==> src/rtl/scmp_bus_arb_if.sv <==
// rtl/scmp_bus_arb_if.sv - external memory bus shared by the scmp core and the DMA master
interface scmp_bus_arb_if;
    logic [15:0] mem_addr;
    logic [7:0]  mem_wdata;
    logic        mem_rd;
    logic        mem_wr;
    logic [7:0]  mem_rdata;
    logic        mem_wait;

    modport master (
        output mem_addr, mem_wdata, mem_rd, mem_wr,
        input  mem_rdata, mem_wait
    );

    modport slave (
        input  mem_addr, mem_wdata, mem_rd, mem_wr,
        output mem_rdata, mem_wait
    );
endinterface

==> src/rtl/scmp_bus_arb.sv <==
// rtl/scmp_bus_arb.sv - round-robin memory bus arbiter between the scmp core and a DMA master
module scmp_bus_arb #(
    parameter int STROBE_CYC = 2
) (
    input  logic                  clk,
    input  logic                  rst,
    input  logic                  cpu_ads_n,
    input  logic                  cpu_rd_n,
    input  logic                  cpu_wr_n,
    input  logic [11:0]           cpu_addr,
    input  logic [7:0]            cpu_d_o,
    output logic [7:0]            cpu_d_i,
    output logic                  cpu_hold,
    output logic [3:0]            cpu_flags,
    input  logic                  dma_req,
    input  logic                  dma_we,
    input  logic [15:0]           dma_addr,
    input  logic [7:0]            dma_wdata,
    output logic                  dma_ack,
    output logic [7:0]            dma_rdata,
    scmp_bus_arb_if.master        mem
);
    localparam logic [2:0] S_IDLE     = 3'd0;
    localparam logic [2:0] S_CPU_ADDR = 3'd1;
    localparam logic [2:0] S_CPU_STB  = 3'd2;
    localparam logic [2:0] S_DMA_STB  = 3'd3;
    localparam logic [2:0] S_DMA_END  = 3'd4;
    localparam logic [3:0] CNT_LOAD   = 4'(STROBE_CYC - 1);

    logic [2:0] state;
    logic [3:0] cnt;
    logic       last_dma;
    logic       cpu_req;
    logic       dma_pend;
    logic       grant_dma;
    logic       grant_cpu;

    // The acked request is still high during the ack cycle; masking it stops a re-grant.
    assign cpu_req   = !cpu_ads_n;
    assign dma_pend  = dma_req && !dma_ack;
    assign grant_dma = (state == S_IDLE) && dma_pend && (!cpu_req || !last_dma);
    assign grant_cpu = (state == S_IDLE) && cpu_req && !grant_dma;

    assign cpu_hold = (cpu_req && (state == S_DMA_STB || state == S_DMA_END))
                    || (cpu_req && grant_dma)
                    || (state == S_CPU_STB && (cnt != 4'd0 || mem.mem_wait));

    assign cpu_d_i = (state == S_CPU_STB) ? mem.mem_rdata : 8'hFF;

    always_ff @(posedge clk) begin
        if (rst) begin
            state         <= S_IDLE;
            cnt           <= 4'd0;
            last_dma      <= 1'b1;
            mem.mem_addr  <= 16'h0000;
            mem.mem_wdata <= 8'h00;
            mem.mem_rd    <= 1'b0;
            mem.mem_wr    <= 1'b0;
            dma_ack       <= 1'b0;
            dma_rdata     <= 8'h00;
            cpu_flags     <= 4'h0;
        end else begin
            dma_ack <= 1'b0;
            case (state)
                S_IDLE: begin
                    if (grant_dma) begin
                        mem.mem_addr  <= dma_addr;
                        mem.mem_wdata <= dma_wdata;
                        mem.mem_rd    <= !dma_we;
                        mem.mem_wr    <= dma_we;
                        cnt           <= CNT_LOAD;
                        last_dma      <= 1'b1;
                        state         <= S_DMA_STB;
                    end else if (grant_cpu) begin
                        mem.mem_addr <= {cpu_d_o[3:0], cpu_addr};
                        cpu_flags    <= cpu_d_o[7:4];
                        last_dma     <= 1'b0;
                        state        <= S_CPU_ADDR;
                    end
                end
                S_CPU_ADDR: begin
                    if (!cpu_rd_n) begin
                        mem.mem_rd <= 1'b1;
                        cnt        <= CNT_LOAD;
                        state      <= S_CPU_STB;
                    end else if (!cpu_wr_n) begin
                        mem.mem_wr    <= 1'b1;
                        mem.mem_wdata <= cpu_d_o;
                        cnt           <= CNT_LOAD;
                        state         <= S_CPU_STB;
                    end
                end
                S_CPU_STB: begin
                    // Wait states freeze the count so each one lengthens the strobe by a clock.
                    if (!mem.mem_wait && cnt != 4'd0) begin
                        cnt <= cnt - 4'd1;
                    end
                    if (cpu_rd_n && cpu_wr_n) begin
                        mem.mem_rd <= 1'b0;
                        mem.mem_wr <= 1'b0;
                        state      <= S_IDLE;
                    end
                end
                S_DMA_STB: begin
                    if (!mem.mem_wait) begin
                        if (cnt != 4'd0) begin
                            cnt <= cnt - 4'd1;
                        end else begin
                            if (mem.mem_rd) begin
                                dma_rdata <= mem.mem_rdata;
                            end
                            mem.mem_rd <= 1'b0;
                            mem.mem_wr <= 1'b0;
                            state      <= S_DMA_END;
                        end
                    end
                end
                S_DMA_END: begin
                    dma_ack <= 1'b1;
                    state   <= S_IDLE;
                end
                default: state <= S_IDLE;
            endcase
        end
    end
endmodule

==> src/flat_wrapper.sv <==
// flat-port wrapper written by rule: the top's interface ports become plain ports
module scmp_bus_arb_flat 
#(
    parameter int STROBE_CYC = 2
)
  (clk, rst, cpu_ads_n, cpu_rd_n, cpu_wr_n, cpu_addr, cpu_d_o, cpu_d_i, cpu_hold, cpu_flags, dma_req, dma_we, dma_addr, dma_wdata, dma_ack, dma_rdata, mem_mem_addr, mem_mem_wdata, mem_mem_rd, mem_mem_wr, mem_mem_rdata, mem_mem_wait);
  scmp_bus_arb_if mem_i ();
  input  logic clk;
  input  logic rst;
  input  logic cpu_ads_n;
  input  logic cpu_rd_n;
  input  logic cpu_wr_n;
  input  logic [11:0] cpu_addr;
  input  logic [7:0] cpu_d_o;
  output logic [7:0] cpu_d_i;
  output logic cpu_hold;
  output logic [3:0] cpu_flags;
  input  logic dma_req;
  input  logic dma_we;
  input  logic [15:0] dma_addr;
  input  logic [7:0] dma_wdata;
  output logic dma_ack;
  output logic [7:0] dma_rdata;
  output wire logic [$bits(mem_i.mem_addr)-1:0] mem_mem_addr;
  output wire logic [$bits(mem_i.mem_wdata)-1:0] mem_mem_wdata;
  output wire logic [$bits(mem_i.mem_rd)-1:0] mem_mem_rd;
  output wire logic [$bits(mem_i.mem_wr)-1:0] mem_mem_wr;
  input wire logic [$bits(mem_i.mem_rdata)-1:0] mem_mem_rdata;
  input wire logic [$bits(mem_i.mem_wait)-1:0] mem_mem_wait;
  assign mem_mem_addr = mem_i.mem_addr;
  assign mem_mem_wdata = mem_i.mem_wdata;
  assign mem_mem_rd = mem_i.mem_rd;
  assign mem_mem_wr = mem_i.mem_wr;
  assign mem_i.mem_rdata = mem_mem_rdata;
  assign mem_i.mem_wait = mem_mem_wait;
  scmp_bus_arb #(.STROBE_CYC(STROBE_CYC)) u_core (.clk(clk), .rst(rst), .cpu_ads_n(cpu_ads_n), .cpu_rd_n(cpu_rd_n), .cpu_wr_n(cpu_wr_n), .cpu_addr(cpu_addr), .cpu_d_o(cpu_d_o), .cpu_d_i(cpu_d_i), .cpu_hold(cpu_hold), .cpu_flags(cpu_flags), .dma_req(dma_req), .dma_we(dma_we), .dma_addr(dma_addr), .dma_wdata(dma_wdata), .dma_ack(dma_ack), .dma_rdata(dma_rdata), .mem(mem_i));
endmodule
==> config.mk <==
export PLATFORM = sky130hd
export DESIGN_NAME = scmp_bus_arb_flat
export DESIGN_NICKNAME = d
export VERILOG_FILES = /design/src/rtl/scmp_bus_arb_if.sv /design/src/rtl/scmp_bus_arb.sv /design/src/flat_wrapper.sv
export SDC_FILE = /design/constraint.sdc
export NUM_CORES = 1
export LEC_CHECK = 0
export CELL_PAD_IN_SITES_DETAIL_PLACEMENT = 1
export CELL_PAD_IN_SITES_GLOBAL_PLACEMENT = 2
export CORE_MARGIN = 10
export CORE_UTILIZATION = 25
export DETAILED_ROUTE_END_ITERATION = 7
export GPL_ROUTABILITY_DRIVEN = 0
export PLACE_DENSITY_LB_ADDON = 0.25
export SETUP_SLACK_MARGIN = 0.15
export SYNTH_ARGS = -nofsm -noshare
export SYNTH_HDL_FRONTEND = slang
export SYNTH_SLANG_ARGS = --single-unit
==> constraint.sdc <==
create_clock -name clk -period 3.81 [get_ports clk]
set_input_delay 0.381 -clock clk [delete_from_list [all_inputs] [get_ports clk]]
set_output_delay 0.381 -clock clk [all_outputs]
set_load 0.005 [all_outputs]
### Yosys cells after proc, flatten, opt, wreduce, memory -nomap -nowiden

Cells that the tools add are included.

* bits in registers: 47
* logic and storage cells: 98

* add/subtract/negate cells: 1
* equal/unequal tests: 15
* mux-type cells: 35
* bitwise gates (word level): 3
* reduce and logical (&&, ||, !) cells: 34

Operator list (count)
* $mux 16: 2
* $mux 8: 4
* $mux 4: 6
* $mux 3: 7
* $ne 2x2->1 const B: 8
* $pmux 4 s4: 1
* $pmux 8 s2: 1
* $pmux 3 s4: 1
* $reduce_and 6->1: 2
* $mux 1: 11
* $logic_and 1x1->1: 10
* $pmux 1 s4: 2
* $reduce_and 4->1: 2
* $reduce_bool 4->1: 2
* $reduce_and 7->1: 1
* $eq 3x2->1 const B: 2
* $logic_not 1->1: 6
* $logic_or 1x1->1: 5
* $reduce_and 5->1: 1
* $reduce_bool 2->1: 2
* $sub 4x1->4 const B: 1
* $eq 3x1->1 const B: 1
* $eq 3x3->1 const B: 1
* $logic_not 3->1: 1
* other kinds (6): 8

### Logic depth before layout (Yosys ltp)

* depth after elaboration: 9
* gate-level depth with buffers: 7
* gate-level depth less buffers: 6

### Worst setup path after synthesis

No wires, ideal clock.

* kind: reg-to-output
* start: reg u_core.cnt[0]
* end: out cpu_hold
* arrival: 1337 ps
* required time: 3429 ps
* setup slack: 2092 ps
* cell stages (with the launch flop): 6
* buffers on the path: 0
* cell sequence: dfxtp_1 -> inv_1 -> ha_1 -> nor4b_1 -> mux2i_1 -> a32o_1

* cells in the longest elaborated chain, start to end: 4

Ends and longest elaborated chain
* start, declared: line scmp_bus_arb.sv:31 `logic [3:0] cnt;`
* start signal, assigned: line scmp_bus_arb.sv:96 `cnt <= cnt - 4'd1;`
* start signal, assigned: line scmp_bus_arb.sv:107 `cnt <= cnt - 4'd1;`
* $reduce_bool 4->1: line scmp_bus_arb.sv:46 `|| (state == S_CPU_STB && (cnt != 4'd0 || mem.mem_wait));`
* $logic_or 1x1->1: line scmp_bus_arb.sv:46
* $logic_and 1x1->1: line scmp_bus_arb.sv:46
* $logic_or 1x1->1: line scmp_bus_arb.sv:46
* end, declared: line flat_wrapper.sv:16 `output logic cpu_hold;`

No other way between the ends.

### Worst setup path in the final report

Ends and elaborated chain as after synthesis.

==> summary.md <==
| Metric | Value |
|---|---|
| Status | `finished, final reports clean` |
| Synth Warn # | `0` |
| Internal Power | `0.950 mW` |
| Startpoint of the worst hold path | `u_core.mem.mem_rd$_SDFFE_PP0P_` |
| Most area-consuming cells after synthesis | `sky130_fd_sc_hd__dfxtp_1 (41%), sky130_fd_sc_hd__mux2i_1 (17%), sky130_fd_sc_hd__a211oi_1 (5.8%), sky130_fd_sc_hd__nor2_1 (5.3%), sky130_fd_sc_hd__a311oi_1 (3.4%)` |
| Maximum clock frequency | `about 360 MHz` |
| Post-Syn Instances | `between 200 and 250` |
| Launching element of the worst setup path | `u_core.cnt[0]$_SDFFE_PP0P_` |
| Number of antenna violations at the first check in global routing | `0` |
| Slew Limit Headroom | `~28%` |
| Fraction of power consumed by combinational cells | `about a third` |
| LEAKAGE | `1.41 nW` |
| Reg-to-reg critical path startpoint | `u_core.state[0]$_SDFFE_PP0P_` |
| Max-slew violation count | `0` |
| Net switching power | `about 0.43 mW` |
| Area share of fa/ha/maj cells after synthesis | `less than 1%` |
| Root Driver | `sky130_fd_sc_hd__clkbuf_8` |
| Dominant combinational cell family by area after synthesis | `compound AO/OA/AOI/OAI gates` |
| Area of the die | `approximately 0.014 sq mm` |
| Clock H-tree levels | `2` |
| Total number of nets in the final design | `404` |
| Syn nets | `approximately 310` |
| Initial DRT Pass Iterations | `4` |
| Peak ir drop on the vdd network | `~150 uV` |
| Top-area cell type share of the netlist area | `around two fifths` |
| Largest delay share family, worst path | `buffers and inverters` |
| Final instance count without filler cells | `455` |
| Buffer and inverter count on the worst path | `2` |
| Clock latency of the later-clocked register in the worst-skew pair | `roughly 0.30 ns` |
| Most used flip-flop cell after synthesis | `sky130_fd_sc_hd__dfxtp_1` |
| Sequential-to-total area share from yosys stat | `between 40% and 50%` |
| Vias in the first global route | `approximately 2.4k` |
| Setup TNS | `0 ns` |
| Sw Share | `31.3%` |
| Hold_buf cts | `0` |
| First-pass GRT wire length | `12,100 um` |
| Wire length per cell | `between 15 and 20 um` |
| Ordered cell list for the critical path | `inv_1 -> ha_1 -> nor4b_1 -> mux2i_1 -> a32o_1 -> clkdlybuf4s50_1` |
| Count of maximum capacitance violations | `0` |
| Count of port buffers added during placement | `about 110` |
| Crit-path slowest cell | `sky130_fd_sc_hd__nor4b_1` |
| WP data arrival | `between 2 and 2.5 ns` |
| Routed via count | `~2.2k` |
| Clock share of power | `21.1%` |
| Worst Setup Path Type | `reg2out` |
| Pin count of the biggest net entering global routing | `45` |
| CP Data Required Time | `3.43 ns` |
| Yosys top cell by area | `sky130_fd_sc_hd__dfxtp_1` |
| Layout overhead on the synthesized area | `51.2%` |
| Clock transition time at the flip-flop clock pins of the worst setup and hold paths | `~0.080 ns` |
| Largest clock skew in the final design | `between 0.006 and 0.007 ns` |
| Vias per cell | `4.86` |
| Die extent in y | `116 um` |
| Largest driver fanout on the critical path | `4` |
| Power per standard cell area | `a little under 400 mW/mm^2` |
| TritonCTS Buffers | `5` |
| HPWL after detailed placement | `approximately 6000 um` |
| Compound-cell area share of the yosys netlist | `approximately a fifth` |
| Final setup violating endpoints | `0` |
| Setup repair after global routing missed its margin | `no` |
| Fraction of synthesized area in multiplexers | `16.8%` |
| Register share of total power | `a little over two fifths` |
| Total gr overflow | `0` |
| Critical path's largest stage delay | `roughly 0.58 ns` |
| Number of DRC violations after detailed routing | `0` |
| Initial cell density of the core | `25.3%` |
| CTS tree | `done` |
| Post-synth EDFFs | `0` |
| Inst Count DP | `447` |
| Startpoint type of the worst setup path | `flip-flop` |
| Count of cells resized by post-cts repair | `0` |
| Unique masters post-synth | `44` |
| Number of DRC markers in iteration 0 | `37` |
| Slew at the pin with the worst max-slew slack | `1.07 ns` |
| Kind of end point of the critical path | `primary output` |
| Core Footprint | `a little over 0.009 sq mm` |
| Antenna diode count | `0` |
| Number of buffers added for setup after CTS | `0` |
| Path class of the lowest-slack min-delay path | `reg2reg` |
| Aggregate global-route resource usage | `a little under an eighth` |
| Avg Cell Area, Syn | `roughly 9.4 sq um` |
| Clock period minus worst slack | `about 2.8 ns` |
| Synthesized area | `around 0.0023 sq mm` |
| Maximum count of clock buffers along a single path | `2` |
| Fraction of layout cells with a size suffix above 1 | `roughly 4.9%` |
| Antenna-violating nets left | `0` |
| Final routed wirelength across all metal layers | `about 7800 um` |
| Final worst path period share | `73.1%` |
| Register bit total from synthesis | `47` |
| Total I/O pin count | `approximately 110` |
| Sink Count | `between 40 and 50` |
| Die W | `116 um` |
| Post-Synth Simple-Gate Area | `16.1%` |
| Placement Rows | `35` |
| Xor/xnor cell area share of the yosys netlist | `0%` |
| Async S/R FF share, synth | `0%` |
| Number of endpoints with negative hold slack in the final report | `0` |
[power groups by stage]
stage                     combinational (mW)  sequential (mW)  clock (mW)
after global routing                   0.536            0.615       0.331
after CTS                              0.496            0.606       0.314
after detailed placement               0.493            0.617           0
final                                  0.487            0.604       0.292
after floorplan                        0.268            0.599           0
after global placement                 0.489            0.615           0
[path summary, 6_finish.rpt]
| path | end | depth (start not counted) | slack (ns) |
|---|---|---|---|
| worst min register to register | u_core.mem.mem_rd$_SDFFE_PP0P_ | 2 | 0.50 |
| worst min-delay path | u_core.mem.mem_rd$_SDFFE_PP0P_ | 2 | 0.50 |
| worst max register to register | u_core.mem.mem_addr[2]$_SDFFE_PP0P_ | 4 | 1.47 |
| worst max-delay path | cpu_hold | 6 | 1.03 |
[layout by cell type, fill, tap and decap left out, types with 2 or more instances in the layout]
cell                              netlist  routed
sky130_fd_sc_hd__nor3_1                 3       3
sky130_fd_sc_hd__a21oi_1               11      11
sky130_fd_sc_hd__nand2_1                7       7
sky130_fd_sc_hd__clkdlybuf4s50_1        0     106
sky130_fd_sc_hd__nand3b_1               2       2
sky130_fd_sc_hd__a311oi_1               9       9
sky130_fd_sc_hd__o21ai_0                3       3
sky130_fd_sc_hd__a31o_2                 2       2
sky130_fd_sc_hd__a211oi_1              18      18
sky130_fd_sc_hd__nand2b_1               5       5
sky130_fd_sc_hd__buf_4                  1       2
sky130_fd_sc_hd__dfxtp_1               47      47
sky130_fd_sc_hd__nor3b_1                3       2
sky130_fd_sc_hd__o31ai_1                2       2
sky130_fd_sc_hd__inv_1                  8       8
sky130_fd_sc_hd__mux2i_1               39      39
sky130_fd_sc_hd__clkbuf_1               9       2
sky130_fd_sc_hd__o211ai_1               2       2
sky130_fd_sc_hd__clkbuf_8               0       5
sky130_fd_sc_hd__or3_1                  8       8
sky130_fd_sc_hd__a31oi_1                2       2
sky130_fd_sc_hd__nor2_1                33      33
sky130_fd_sc_hd__nand3_1                3       3
[flip-flops by register name, summed over array words and instances (netlist names)]
signal and count:
u_core.mem.mem_addr 16, u_core.dma_ack 1, u_core.mem.mem_wr 1, u_core.state 3, u_core.dma_rdata 8, u_core.mem.mem_wdata 8
u_core.cnt 4, u_core.cpu_flags 4, u_core.last_dma 1, u_core.mem.mem_rd 1
[metal layers]
metal	share of wire [%]	vias up	track usage, %
li1	-	1110	-
met1	41	1033	12.2
met2	47	64	18.1
met3	12	4	7.04
met4	0.56	0	2.75
met5	0	-	0
[Yosys cell counts, types with 5 or more instances]
cell type / n
sky130_fd_sc_hd__mux2i_1: 39
sky130_fd_sc_hd__inv_1: 8
sky130_fd_sc_hd__a211oi_1: 18
sky130_fd_sc_hd__a311oi_1: 9
sky130_fd_sc_hd__dfxtp_1: 47
sky130_fd_sc_hd__nand2b_1: 5
sky130_fd_sc_hd__nor2_1: 33
sky130_fd_sc_hd__nand2_1: 7
sky130_fd_sc_hd__buf_2: 7
sky130_fd_sc_hd__or3_1: 8
sky130_fd_sc_hd__clkbuf_1: 9
sky130_fd_sc_hd__a21oi_1: 11
[stage by stage]
stage / util (%) / instance area, sq um / power [mW] / setup slack (ns) / hold WS, ns
2_1_floorplan: - / 2320 / 0.867 / 2.09 / 0.476
3_3_place_gp: 37.4 / 3420 / 1.10 / 1.12 / 0.479
3_5_place_dp: 37.4 / 3420 / 1.11 / 1.06 / 0.487
4_1_cts: 38.3 / 3500 / 1.42 / 0.980 / 0.505
5_1_grt: 38.3 / 3500 / 1.48 / 0.858 / 0.517
6_report: 38.3 / 3500 / 1.38 / 1.03 / 0.496
[tightest hold or removal path: stages, from the launching register on]
cell,delay [ns]
sky130_fd_sc_hd__dfxtp_1,0.34
sky130_fd_sc_hd__nand2_1,0.06
sky130_fd_sc_hd__mux2i_1,0.05
[cells by family after synthesis]
family,after synthesis
fa+ha+maj,1
compound gates,59
flops,47
buf+inv,28
mux,39
simple gates,73
[final cells by class]
class / instances / area, sq um
clock buffer: 7 / 76.3
clock inverter: 1 / 5.00
fill: 1049 / 5650
inverter: 8 / 30.0
multi-input combinational: 172 / 1230
sequential: 47 / 941
tap: 111 / 139
timing repair buffer: 109 / 1080
Power figures use the tool's default switching activity.
